<file path="src/rtl/opamp_stim_pkg.sv">
// Shared types and constants for the opamp sigma-delta stimulus block.
// Holds the FSM state encoding, the code width and the default window/sync sizes.
package opamp_stim_pkg;

   localparam int CODE_W          = 8;
   localparam int WIN_LOG2_DEF    = 8;
   localparam int SYNC_STAGES_DEF = 2;

   typedef enum logic [1:0] {
      ST_IDLE = 2'd0,
      ST_RUN  = 2'd1,
      ST_RAMP = 2'd2
   } state_e;

endpackage

</file>
<file path="src/rtl/opamp_sync.sv">
// Multi-flop synchronizer for the asynchronous opamp feedback sense.
// Depth is clamped to at least two flops; every stage clears on reset.
module opamp_sync
   import opamp_stim_pkg::*;
#(
   parameter int SYNC_STAGES = SYNC_STAGES_DEF
) (
   input  logic clk,
   input  logic rst,
   input  logic d,
   output logic q
);

   localparam int N = (SYNC_STAGES < 2) ? 2 : SYNC_STAGES;

   logic [N-1:0] sh_q;
   logic [N-1:0] sh_d;

   always_comb begin
      sh_d = {sh_q[N-2:0], d};
   end

   always_ff @(posedge clk or posedge rst) begin
      if (rst) begin
         sh_q <= '0;
      end else begin
         sh_q <= sh_d;
      end
   end

   assign q = sh_q[N-1];

endmodule

</file>
<file path="src/rtl/opamp_sd_stim.sv">
// First-order sigma-delta opamp stimulus with windowed feedback duty measurement.
// Optional ramp mode is built only when OPAMP_SD_STIM_RAMP_EN is defined.
module opamp_sd_stim
   import opamp_stim_pkg::*;
#(
   parameter int WIN_LOG2    = WIN_LOG2_DEF,
   parameter int SYNC_STAGES = SYNC_STAGES_DEF
) (
   input  logic                clk,
   input  logic                rst,
   input  logic                ena,
   input  logic [CODE_W-1:0]   code_in,
   input  logic                code_valid,
   output logic                code_ready,
   input  logic                mode,
   output logic                pdm_out,
   input  logic                fb_in,
   output logic [WIN_LOG2-1:0] meas_out,
   output logic                meas_valid
);

   localparam int OW = WIN_LOG2 + 1;
   localparam logic [WIN_LOG2-1:0] WIN_MAX = '1;

   logic fb_s;

   opamp_sync #(
      .SYNC_STAGES(SYNC_STAGES)
   ) u_sync (
      .clk(clk),
      .rst(rst),
      .d  (fb_in),
      .q  (fb_s)
   );

   state_e              state_q, state_d;
   state_e              run_st;
   logic [CODE_W-1:0]   acc_q, acc_d;
   logic [CODE_W-1:0]   code_q, code_d;
   logic [CODE_W-1:0]   pend_code_q, pend_code_d;
   logic                pend_q, pend_d;
   logic                pdm_q, pdm_d;
   logic                mv_q, mv_d;
   logic [WIN_LOG2-1:0] win_q, win_d;
   logic [WIN_LOG2-1:0] meas_q, meas_d;
   logic [OW-1:0]       ones_q, ones_d;
   logic [CODE_W:0]     sum;
   logic                xfer;
   logic                bnd;

`ifdef OPAMP_SD_STIM_RAMP_EN
   assign run_st = mode ? ST_RAMP : ST_RUN;
`else
   logic unused_mode;
   assign unused_mode = mode;
   assign run_st      = ST_RUN;
`endif

   assign sum  = {1'b0, acc_q} + {1'b0, code_q};
   assign xfer = code_valid & ~pend_q;
   assign bnd  = (win_q == WIN_MAX);

   always_comb begin
      state_d     = state_q;
      acc_d       = acc_q;
      pdm_d       = pdm_q;
      win_d       = win_q;
      ones_d      = ones_q;
      meas_d      = meas_q;
      mv_d        = 1'b0;
      code_d      = code_q;
      pend_d      = pend_q;
      pend_code_d = pend_code_q;

      if (xfer) begin
         pend_d      = 1'b1;
         pend_code_d = code_in;
      end

      if (!ena) begin
         // a dropped enable throws away the partial window
         state_d = ST_IDLE;
         acc_d   = '0;
         pdm_d   = 1'b0;
         win_d   = '0;
         ones_d  = '0;
      end else begin
         unique case (state_q)
            ST_IDLE: begin
               state_d = run_st;
               acc_d   = '0;
               pdm_d   = 1'b0;
               win_d   = '0;
               ones_d  = OW'(fb_s);
            end
            default: begin
               {pdm_d, acc_d} = sum;
               win_d  = win_q + 1'b1;
               ones_d = ones_q + OW'(fb_s);
               if (bnd) begin
                  meas_d  = ones_q[WIN_LOG2] ? '1 : ones_q[WIN_LOG2-1:0];
                  mv_d    = 1'b1;
                  ones_d  = OW'(fb_s);
                  state_d = run_st;
                  if (pend_q) begin
                     code_d = pend_code_q;
                     pend_d = 1'b0;
                  end
`ifdef OPAMP_SD_STIM_RAMP_EN
                  else if (state_q == ST_RAMP) begin
                     code_d = code_q + 1'b1;
                  end
`endif
               end
            end
         endcase
      end
   end

   always_ff @(posedge clk or posedge rst) begin
      if (rst) begin
         state_q     <= ST_IDLE;
         acc_q       <= '0;
         pdm_q       <= 1'b0;
         win_q       <= '0;
         ones_q      <= '0;
         meas_q      <= '0;
         mv_q        <= 1'b0;
         code_q      <= '0;
         pend_q      <= 1'b0;
         pend_code_q <= '0;
      end else begin
         state_q     <= state_d;
         acc_q       <= acc_d;
         pdm_q       <= pdm_d;
         win_q       <= win_d;
         ones_q      <= ones_d;
         meas_q      <= meas_d;
         mv_q        <= mv_d;
         code_q      <= code_d;
         pend_q      <= pend_d;
         pend_code_q <= pend_code_d;
      end
   end

   assign code_ready = ~pend_q;
   assign pdm_out    = pdm_q;
   assign meas_out   = meas_q;
   assign meas_valid = mv_q;

endmodule

</file>
<file path="config.mk">
export PLATFORM = sky130hd
export DESIGN_NAME = opamp_sd_stim
export DESIGN_NICKNAME = d
export VERILOG_FILES = /design/src/rtl/opamp_stim_pkg.sv /design/src/rtl/opamp_sync.sv /design/src/rtl/opamp_sd_stim.sv
export SDC_FILE = /design/constraint.sdc
export NUM_CORES = 1
export LEC_CHECK = 0
export CELL_PAD_IN_SITES_DETAIL_PLACEMENT = 0
export CELL_PAD_IN_SITES_GLOBAL_PLACEMENT = 1
export CORE_MARGIN = 10
export CORE_UTILIZATION = 48
export DETAILED_ROUTE_END_ITERATION = 6
export PLACE_DENSITY_LB_ADDON = 0.25
export SETUP_SLACK_MARGIN = 0.02
export SLEW_MARGIN = 20
export SYNTH_ARGS = -nofsm -noshare
export SYNTH_HDL_FRONTEND = slang
export SYNTH_SLANG_ARGS = --single-unit
</file>
<file path="constraint.sdc">
create_clock -name clk -period 3.4 [get_ports clk]
set_input_delay 0.51 -clock clk [delete_from_list [all_inputs] [get_ports clk]]
set_output_delay 0.51 -clock clk [all_outputs]
set_load 0.05 [all_outputs]
</file>
==> results of run 1 <==
==> power by group through the flow <==
stage	clock network, mW	logic [mW]	registers [mW]
6_report	0.358	0.0529	0.677
5_1_grt	0.398	0.0604	0.679
4_1_cts	0.374	0.0545	0.677
3_5_place_dp	0	0.0544	0.690
3_3_place_gp	0	0.0535	0.690
2_1_floorplan	0	0.0309	0.687
==> sequential cells by signal, indices dropped and copies added (netlist names), 2 cells and up <==
register	flops
pend_code_q	8
u_sync.sh_q	2
win_q	8
acc_q	8
meas_out	8
code_q	8
ones_q	9
==> area by class of cell <==
class	instances	area share
repair buffers	26	0.0885
well taps	67	0.0293
flip-flops and latches	55	0.482
clock inverters	1	0.00175
multi-input cells	151	0.364
clock buffers	6	0.0289
inverters	4	0.00526
==> layout by cell type, fill, tap and decap left out, types with 2 or more instances in the layout <==
cell type	n
a211oi_1	4
a21o_1	2
a21oi_1	12
and3_1	3
buf_4	3
clkbuf_8	6
clkdlybuf4s50_1	23
dfrtp_1	55
ha_1	11
inv_1	3
mux2_2	16
nand2_1	7
nand3_1	7
nand4_1	2
nor2_1	37
nor2b_1	2
nor3_1	2
o21ai_0	13
or3_1	3
xnor2_1	5
xor2_1	6
==> per-stage QoR <==
step           hold slack (ns)  cells  area, sq um
2_1_floorplan            0.331    216         2460
3_3_place_gp             0.333    303         2770
3_5_place_dp             0.355    303         2770
4_1_cts                  0.374    310         2860
5_1_grt                  0.377    310         2860
6_report                 0.368    310         2860
==> logic make-up after synthesis <==
| group | after synthesis | synth area share |
|---|---|---|
| DFF | 55 | 0.560 |
| and+or+nand+nor | 72 | 0.150 |
| adders and majority gates | 12 | 0.0641 |
| muxes | 17 | 0.0774 |
| xor gates and xnor gates | 11 | 0.0392 |
| buffers and inverters | 10 | 0.0168 |
| AOI/OAI and AO/OA | 39 | 0.0931 |
==> metal layers <==
layer | up-vias | part of all wire | GRT usage
met4 | 0 | 0.014 | 0.0352
li1 | 807 | - | -
met1 | 788 | 0.49 | 0.137
met3 | 6 | 0.031 | 0.0280
met2 | 16 | 0.47 | 0.164
met5 | - | 0 | 0
==> path summary, 6_finish.rpt <==
kind / to / slack [ns] / cells past startpoint
max: code_q[4] / 1.20 / 4
min: u_sync.sh_q[1] / 0.37 / 0
max reg2reg: pdm_out / 1.43 / 6
min reg2reg: u_sync.sh_q[1] / 0.37 / 0
max in group asynchronous: win_q[5] / 2.04 / 3
min in group asynchronous: pend_code_q[6] / 0.56 / 2
==> worst max-delay path: stages <==
cell	delay (ns)
clkdlybuf4s50_1	0.62
nand2_1	0.15
nor4_4	0.71
mux2_2	0.41
==> run_results.csv, run 1 <==
group,metric,value,unit
outcome,status,"completed",
hold_path,holdCritPathClass,"reg2reg",
logic_synthesis,syn_nets,242,
global_route,grt_max_degree,31,
power,p_seq_frac,0.622,
logic_synthesis,synth_edf_count,0,
sta,fin_skew,0.00811,ns
routing,first_iter_violations,49,
sta,slew_violations,0,
sta,finalCritPeriodShare,0.648,
sta,rsz0062_at_grt,"no",
clocking,clock_latency,0.30,ns
cells_and_area,final_nets,269,
sta,hold_viol_final,0,
worst_setup_path,r2r-start,"acc_q[0]",
cells_and_area,area_delta_synth_final,16.2,%
sta,setup_viol_count_final,0,
logic_synthesis,synth_seq_cells,55,
floorplan,initial_utilization,0.507,
routing,dr.pass1.iters,4,
routing,final_antenna_net_count,0,
logic_synthesis,yosysSeqAreaShare,0.560,
clocking,cts_tree,"done",
power,combPwrFrac,0.049,
clocking,ctsHoldBuffers,0,
floorplan,dieArea,8390,sq um
clocking,path_clk_slew,0.09,ns
logic_synthesis,synthesis.area,2460,sq um
routing,viasPerCell,5.22,
worst_setup_path,arrival,2.40,ns
power,clkPwrFrac,0.329,
cells_and_area,drive_gt1_frac,0.132,
power,switchingPower,0.233,mW
sta,tightest_slew,0.821,ns
cells_and_area,n_antenna_cell,0,
power,p_int,0.855,mW
run,cap_viol_max_count,0,
place,pre_cts_slack,0.888,ns
logic_synthesis,synth_most_common_cell,"dfrtp_1",
worst_setup_path,cp-start-kind,"input pin",
logic_synthesis,syn_inst,216,
cells_and_area,fill_cells,437,
global_route,grt_usage,0.105,
worst_setup_path,end_kind,"register",
cells_and_area,multi_input_area,1040,sq um
sta,relSlewSlack,0.451,
power,power.density,381,nW/um^2
routing,wl,4200,microns
global_route,overflow,0,
sta,fin_crit,2.20,ns
clocking,cts_root_buffer,"clkbuf_8",
logic_synthesis,syn-mean-instance-area,11.4,sq um
floorplan,dieHeight,91.6,microns
cells_and_area,sequential_cell_area,1380,sq um
cells_and_area,finish.utilization,0.589,
clocking,cts.repair.resized,0,
worst_setup_path,startpoint,"ena",
hold_path,hold_path.startpoint,"u_sync.sh_q[0]",
worst_setup_path,worst-setup-path-type,"in2reg",
global_route,grt_pass1_wl,7380,microns
clocking,clock_sinks,55,
clocking,clock_path_buffers,2,
logic_synthesis,synthTopCellsByCount,"dfrtp_1 (55), nor2_1 (37), mux2_2 (16)",
logic_synthesis,async_flop_share,1.00,
routing,wl_per_cell,13.6,microns
sta,fin_ws,1.20,ns
logic_synthesis,ys.flop_type,"dfrtp_1",
clocking,htreeDepth,2,
power,ir_drop,0.277,mV
sta,fin_tns_setup,0,ns
global_route,antenna_found_initial,0,
place,place.gp.congestion,0.798,
floorplan,core_area,4850,sq um
worst_setup_path,required,3.60,ns
global_route,grt_pass1_vias,1575,
clocking,cts_buffers,5,
floorplan,chipWidth,91.6,microns
logic_synthesis,yosys_warnings,0,
place,post-dp-hpwl,3030,microns
logic_synthesis,synth_cell_type_count,40,
logic_synthesis,synth_top_area_frac,0.560,
worst_setup_path,crit_fanout,9,
power,p_total,1.09,mW
routing,drc,0,
power,power.static_leakage,1.34,nW
routing,dr_total_vias,1617,
power,sw_frac_of_total,0.214,
logic_synthesis,synth.area.top_cells,"dfrtp_1 (56%), mux2_2 (7.3%), nor2_1 (5.6%)",
place,io_buffers,23,
sta,fmax,454,MHz
clocking,cts_post_setup_buffers_inserted,0,
floorplan,num_rows,25,
logic_synthesis,synth_largest_area_cell,"dfrtp_1",
floorplan,io_pins,25,
(Power assumes the default switching activity.)
==> run 2, diff against run 1 <==
Settings changed: CORE_UTILIZATION 48 to 45.
Clock period 3.4 ns to 2.19 ns, I/O delays scaled along.
==> run 2 against run 1 <==
  * Global-route usage barely moved
  * Worst hold slack got worse by 0.022 ns
  * Worst setup slack got worse by 0.97 ns
  * Critical path type is now reg2out
  * Critical endpoint is now code_ready
  * Largest cell class unchanged
  * Largest power group unchanged
==> run_results.csv, run 2 (synthesis gave the netlist of run 1 again) <==
group,metric,value,unit
worst_setup_path,end_kind,"primary output",
worst_setup_path,cp_slowest_cell,"clkdlybuf4s50_1",
place,io_buffers,23,
routing,wl_per_cell,13.3,microns
floorplan,dieArea,8820,sq um
worst_setup_path,crit_family,"buffers and inverters",
power,power.static_leakage,1.36,nW
worst_setup_path,worst-setup-path-type,"reg2out",
place,pre_cts_slack,0.278,ns
clocking,cts_post_setup_buffers_inserted,0,
sta,fmax,508,MHz
power,power.density,583,nW/um^2
clocking,cts_root_buffer,"clkbuf_8",
sta,tightest_slew,0.603,ns
floorplan,num_rows,26,
routing,final_antenna_net_count,0,
global_route,overflow,0,
place,place.gp.congestion,0.737,
cells_and_area,largest_reg_flops,9,
global_route,grt_pass1_wl,7530,microns
global_route,grt_max_degree,36,
clocking,htreeDepth,2,
sta,fin_tns_setup,0,ns
sta,relSlewSlack,0.595,
cells_and_area,layout_common_cells,"dfrtp_1 (55), nor2_1 (37), clkdlybuf4s50_1 (23)",
outcome,status,"completed",
clocking,clock_path_buffers,2,
floorplan,initial_utilization,0.472,
cells_and_area,drive_gt1_frac,0.142,
sta,rsz0062_at_grt,"no",
clocking,ctsHoldBuffers,0,
worst_setup_path,cp_slowest_stage_delay,0.82,ns
sta,finalCritPeriodShare,0.898,
sta,slew_violations,0,
clocking,cts_tree,"done",
hold_path,holdCritPathClass,"in2async",
routing,viasPerCell,5.09,
clocking,clock_latency,0.30,ns
worst_setup_path,cp-start-kind,"register",
cells_and_area,fill_cells,469,
power,ir_drop,0.342,mV
sta,hold-worst-slack,0.346,ns
sta,fin_skew,0.0106,ns
cells_and_area,n_antenna_cell,0,
sta,fin_ws,0.222,ns
sta,fin_crit,1.97,ns
run,cap_viol_max_count,0,
cells_and_area,finish.utilization,0.556,
routing,drc,0,
global_route,antenna_found_initial,0,
clocking,cts_buffers,5,
routing,dr.pass1.iters,4,
floorplan,dieHeight,93.9,microns
routing,first_iter_violations,78,
clocking,cts.repair.resized,0,
floorplan,core_area,5200,sq um
routing,dr_total_vias,1610,
worst_setup_path,path_cells,"inv_1, clkdlybuf4s50_1",
cells_and_area,regMostFlops,"ones_q",
sta,hold_viol_final,0,
worst_setup_path,crit_fanout,3,
global_route,grt_pass1_vias,1672,
routing,wl,4220,microns
global_route,grt_usage,0.105,
floorplan,chipWidth,93.9,microns
sta,setup_viol_count_final,0,
cells_and_area,layout_commonest_cell,"dfrtp_1",
worst_setup_path,arrival,1.64,ns
clocking,path_clk_slew,0.09,ns
place,post-dp-hpwl,3060,microns
worst_setup_path,timing.critical_path.buf_inv,2,
worst_setup_path,required,1.86,ns
clocking,clock_sinks,55,
floorplan,io_pins,25,
cells_and_area,final_nets,272,
cells_and_area,area_delta_synth_final,17.8,%
## run 2: cell count changes in the layout (fill, tap and decap cells not counted), sizes merged
cell and delta:
buf +3
## run 2: where the power goes
part	switching (mW)	internal (mW)	total, mW
combinational	0.0425	0.0435	0.0860
clock	0.304	0.249	0.553
sequential	0.0119	1.04	1.05
## run 2: path summary, 6_finish.rpt
path / start / endpoint / cells after the start / slack [ns]
min in group clk: u_sync.sh_q[0] / u_sync.sh_q[1] / 0 / 0.36
hold reg to reg: u_sync.sh_q[0] / u_sync.sh_q[1] / 0 / 0.36
setup / recovery: pend_q / code_ready / 2 / 0.22
max in group asynchronous: rst / ones_q[0] / 3 / 1.30
setup reg to reg: code_q[0] / pdm_out / 6 / 0.26
hold / removal: rst / meas_valid / 2 / 0.35
## run 2: layout make-up
cell class	instances	area (sq um)	share of cell area
Clock buffer	6	82.6	0.0285
Clock inverter	1	5.00	0.00173
Inverter	4	15.0	0.00519
Multi-Input combinational cell	151	1040	0.360
Sequential cell	55	1380	0.475
Tap cell	70	87.6	0.0303
Timing Repair Buffer	29	288	0.0994
## run 2: per-layer routing
metal | routed length, microns | part of all wire | track usage | up-vias
met4 | 48 | 0.011 | 0.0392 | 0
met2 | 1920 | 0.46 | 0.164 | 18
met3 | 139 | 0.033 | 0.0320 | 5
met1 | 2110 | 0.50 | 0.133 | 774
li1 | - | - | - | 813
met5 | 0 | 0 | 0 | -
## run 2: through the flow
step | instances | power [mW] | instance area, sq um
detailed placement | 309 | 1.16 | 2810
global placement | 309 | 1.16 | 2810
CTS | 316 | 1.72 | 2900
finish | 316 | 1.69 | 2900
floorplan | 216 | 1.12 | 2460
global route | 316 | 1.77 | 2900
## run 2: worst reg2reg max path: cells and delay by family (launching register included)
family	cells	cell delay, ns
AO/OA/AOI/OAI	4	0.79
flip-flops	1	0.39
adder cells (fa/ha/maj)	2	0.65
==> run 3, diff against run 2 <==
Settings changed: TNS_END_PERCENT from default to 100.
==> results of run 3 <==
Final layout, timing and power as in run 2 (identical DEF).
==> edit 1: new RTL, flow settings as in run 3 <==
Add a define of `OPAMP_SD_STIM_RAMP_EN`.
--- a/src/rtl/opamp_sd_stim.sv
+++ b/src/rtl/opamp_sd_stim.sv
@@ -1,4 +1,6 @@
 // First-order sigma-delta opamp stimulus with windowed feedback duty measurement.
 // Optional ramp mode is built only when OPAMP_SD_STIM_RAMP_EN is defined.
+`define OPAMP_SD_STIM_RAMP_EN
+
 module opamp_sd_stim
    import opamp_stim_pkg::*;
Check against the original RTL: same outputs for any inputs over 10 cycles, from zero or initial values and one cycle with rst high; that may be too few to reach the edited logic, so the function may still have changed.
==> edit 1 against run 3 <==
  * Final area rose by 11%
  * First-iteration DRC count fell by 28%
  * Sequential cell count rose by 1
  * Utilization fell by 1.0 points
  * Wire length rose by 26%
  * Power rose by 8.6%
  * Critical path depth rose by 4
  * Synthesized area rose by 11%
  * Worst setup slack got worse by 0.079 ns
  * Clock power rose by 20%
  * Critical path type is now register to register
  * Critical endpoint is now pdm_out
  * Largest cell class unchanged
  * Highest routed layer unchanged
==> edit 1: results (changes against run 3) <==
metric,value,unit,change
status,"finished, final reports clean",,
Mapped Nets,274,,+13%
pin count of the biggest net entering global routing,57,,+58%
worst relative slew slack,65.9,%,+6.4 points
Met3 Routed Length,199,µm,+43%
PortBufs,24,,+4.3%
sequential share of the synthesized area,51.4,%,-4.6 points
hpwl dp,3760,µm,+23%
pre-CTS WS,0.157,ns,-0.121 ns
Post-synth top cells,"56 x dfrtp_1, 30 x nor2_1, 13 x mux2i_1, 13 x nand3_1",,
RD Place Congestion,0.772,,+4.7%
Post-Place Cells,349,,+13%
Pleak,0.00148,µW,+8.5%
critical path's slowest cell,dfrtp_1,,
share of cells above drive strength 1,13.1,%,-1.1 points
nets,308,,+13%
first-pass GRT wire length,9200,µm,+22%
critical path startpoint,code_q[0],,
clk root buf,clkbuf_8,,
Tmin final,2.05,ns,+0.0792 ns
global router's overall resource usage,11.4,%,+0.91 points
clk pwr,666,µW,+20%
Cell variety after synth,49,,+23%
"Arr. time, crit path",2.25,ns,+0.61 ns
Hold Path Class,register to register,,
Largest register FFs,9,,unchanged
Storage cell area,0.00140,mm²,+1.8%
Antenna Cells,0,,unchanged
maximum vdd ir drop,0.259,mV,-24%
Final Skew,0.00425,ns,-0.00637 ns
synth top area cells,"dfrtp_1 51%, ha_1 5.5%, mux2i_1 4.8%",,
Met2 Wirelength,2360,µm,+23%
M1 WL,2710,µm,+28%
CTS buffer count,5,,unchanged
dpl cell area,0.00311,mm²,+11%
final WL,5300,µm,+26%
sequential share of power,58.0,%,-4.2 points
Fillers,530,,+13%
drt initial violations,56,,-28%
CP peak stage delay,0.44,ns,-0.38 ns
worst hold endpoint,u_sync.sh_q[1],,
vias per inst,5.21,,+2.3%
Sw Ratio,21.5,%,+0.31 points
power per cell area,571,mW/mm²,-2.2%
CP max FO,6,,+3
hold_sp,u_sync.sh_q[0],,
Reg2Reg Setup Slack,0.14,ns,-0.12 ns
hold_ws,0.359,ns,+0.0127 ns
Setup crit end,pdm_out,,
Mapped Cells,247,,+14%
## edit 1: cells by family after synthesis
group,after synthesis,share of synthesized area [%]
AND/OR/NAND/NOR,83,15.3
flip-flops,56,51.4
AO/OA/AOI/OAI,41,11.3
multiplexers,21,8.08
buffers and inverters,18,2.80
XOR/XNOR,15,4.82
adder cells (fa/ha/maj),13,6.24
## edit 1: layer usage
layer | up-vias | global-route usage [%]
li1 | 928 | -
met1 | 900 | 15.7
met2 | 30 | 16.8
met3 | 2 | 2.96
met4 | 0 | 3.69
met5 | - | 0
## edit 1: area by class of cell
class / instances / share of cell area [%]
clock buffers: 6 / 2.26
clock inverters: 2 / 1.09
inverters: 12 / 1.40
multi-input cells: 173 / 38.8
flip-flops and latches: 56 / 43.6
well taps: 75 / 2.92
repair buffers: 33 / 9.89
## edit 1: worst max-delay path: cells and delay by family, from the launching register on
kind / cells / cell delay [ns]
AOI/OAI and AO/OA: 4 / 0.86
adders and majority gates: 2 / 0.65
DFF: 1 / 0.44
==> edit 2: new RTL, config.mk and constraints of run 3 <==
Made on the original files. The 3 states of `state_e` get a one-hot encoding in 3 bits.
--- a/src/rtl/opamp_stim_pkg.sv
+++ b/src/rtl/opamp_stim_pkg.sv
@@ -7,8 +7,8 @@
    localparam int SYNC_STAGES_DEF = 2;
 
-   typedef enum logic [1:0] {
-      ST_IDLE = 2'd0,
-      ST_RUN  = 2'd1,
-      ST_RAMP = 2'd2
+   typedef enum logic [2:0] {
+      ST_IDLE = 3'b001,
+      ST_RUN  = 3'b010,
+      ST_RAMP = 3'b100
    } state_e;
 
Check against the original RTL: same outputs for any inputs over 10 cycles, from zero or initial values and one cycle with rst high; not proved beyond that.
==> edit 2 against run 3 <==
  * Sequential cell count rose by 1
  * Clock power up 18%
  * Register-to-register slack got worse by 0.02 ns
  * Cell count rose by 2.5%
  * Sequential power increased by 9%
  * Synthesized area rose by 2.0%
  * Worst setup slack worse by 0.015 ns
  * Count of clock-buffer cells in the layout did not move
  * Power increased by 15%
  * Clock skew fell by 0.0068 ns
  * Wire length is 3.1% higher
  * Die area rose by 1.6%
  * Final area is 2.5% higher
  * Largest power group unchanged
  * Highest routed layer unchanged
==> edit 2: results (changes against run 3) <==
metric,value,unit,change
synth top area cells,"dfrtp_1 55%, mux2_2 7.2%, ha_1 5.5%",,
dpl cell area,0.00286,mm²,+1.9%
CTS buffer count,5,,unchanged
sequential share of the synthesized area,55.9,%,-0.069 points
Synth warnings,0,,unchanged
RD Place Congestion,0.797,,+8.0%
status,"finished, final reports clean",,
Slew @ Worst Pin,0.506,ns,-0.0973 ns
maximum vdd ir drop,0.377,mV,+10%
share of cells above drive strength 1,14.7,%,+0.45 points
Post-synth top cells,"55 x dfrtp_1, 30 x nor2_1, 17 x nand2_1",,
Pleak,0.00140,µW,+2.8%
Mapped Nets,247,,+2.1%
final WL,4350,µm,+3.1%
vias,1648,,+2.4%
CP max FO,3,,unchanged
PostCTS Resize Cnt,0,,unchanged
Fillers,518,,+10%
Async SR Flop Fraction,100,%,unchanged
worst-case reg-to-reg path depth,5,,-1
Hold Path Class,primary input to asynchronous set/reset pin,,
buffers inserted by post-CTS timing repair,0,,unchanged
global router's overall resource usage,10.8,%,+0.31 points
Worst-Skew Late Latency,0.30,ns,about the same
pre-CTS WS,0.236,ns,-0.0420 ns
"Arr. time, crit path",1.65,ns,
hpwl dp,3140,µm,+2.9%
Cell variety after synth,37,,-7.5%
nets,277,,+1.8%
Mapped Cells,221,,+2.3%
pin count of the biggest net entering global routing,40,,+11%
initial antenna violation count,0,,unchanged
Clock Pin Slew Worst Setup and Hold Paths,0.09,ns,about the same
drt initial violations,59,,-24%
vias in the first global route,1659,,-0.78%
vias per inst,5.09,,-0.17%
Final Skew,0.00379,ns,-0.00683 ns
first-pass GRT wire length,7720,µm,+2.5%
edit 2: cell count changes in the layout (fill, tap and decap cells not counted), moves of 2 or more:
cell / change
o21ai_0: +3
nor4b_1: +2
nor3_1: +4
and3_1: +3
a21oi_1: -7
nand2_1: +10
or3_1: -2
nor2_1: -7
xnor2_1: +4
edit 2: worst paths after layout:
path / start / end / slack, ns
max in group asynchronous: rst / state_q[0] / 1.28
min in group clk: u_sync.sh_q[0] / u_sync.sh_q[1] / 0.37
hold / removal: rst / meas_valid / 0.32
hold reg to reg: u_sync.sh_q[0] / u_sync.sh_q[1] / 0.37
setup reg to reg: win_q[0] / code_q[2] / 0.24
setup / recovery: pend_q / code_ready / 0.21
edit 2: critical path, cell delays in order, from the launching register on:
cell and delay [ns]:
dfrtp_1 0.41, inv_1 0.12, clkdlybuf4s50_1 0.83
edit 2: cell type report:
class / count / area (µm²) / share of cell area, %
Tap cell: 72 / 90.1 / 3.03
Inverter: 3 / 11.3 / 0.379
Clock inverter: 2 / 35.0 / 1.18
Sequential cell: 56 / 1400 / 47.2
Clock buffer: 6 / 72.6 / 2.44
Timing Repair Buffer: 29 / 288 / 9.69
Multi-Input combinational cell: 156 / 1070 / 36.0
edit 2: where the power goes:
part / internal [µW] / switching, µW
Combinational: 86.5 / 73.3
Sequential: 1100 / 35.4
Clock: 340 / 310
Total: 1530 / 419
edit 2: cell families after synthesis:
family	Yosys count	synth area share [%]
AOI/OAI and AO/OA	34	8.38
xor gates and xnor gates	14	4.89
adders and majority gates	12	6.28
buffers and inverters	9	1.45
DFF	56	55.9
muxes	16	7.18
and+or+nand+nor	80	15.9
edit 2: layer usage:
metal	vias to the layer above	GRT usage [%]	part of all wire, %
met2	23	16.6	45
met5	-	0	0
li1	826	-	-
met1	793	13.8	49
met4	0	3.74	1.5
met3	6	3.73	4.9
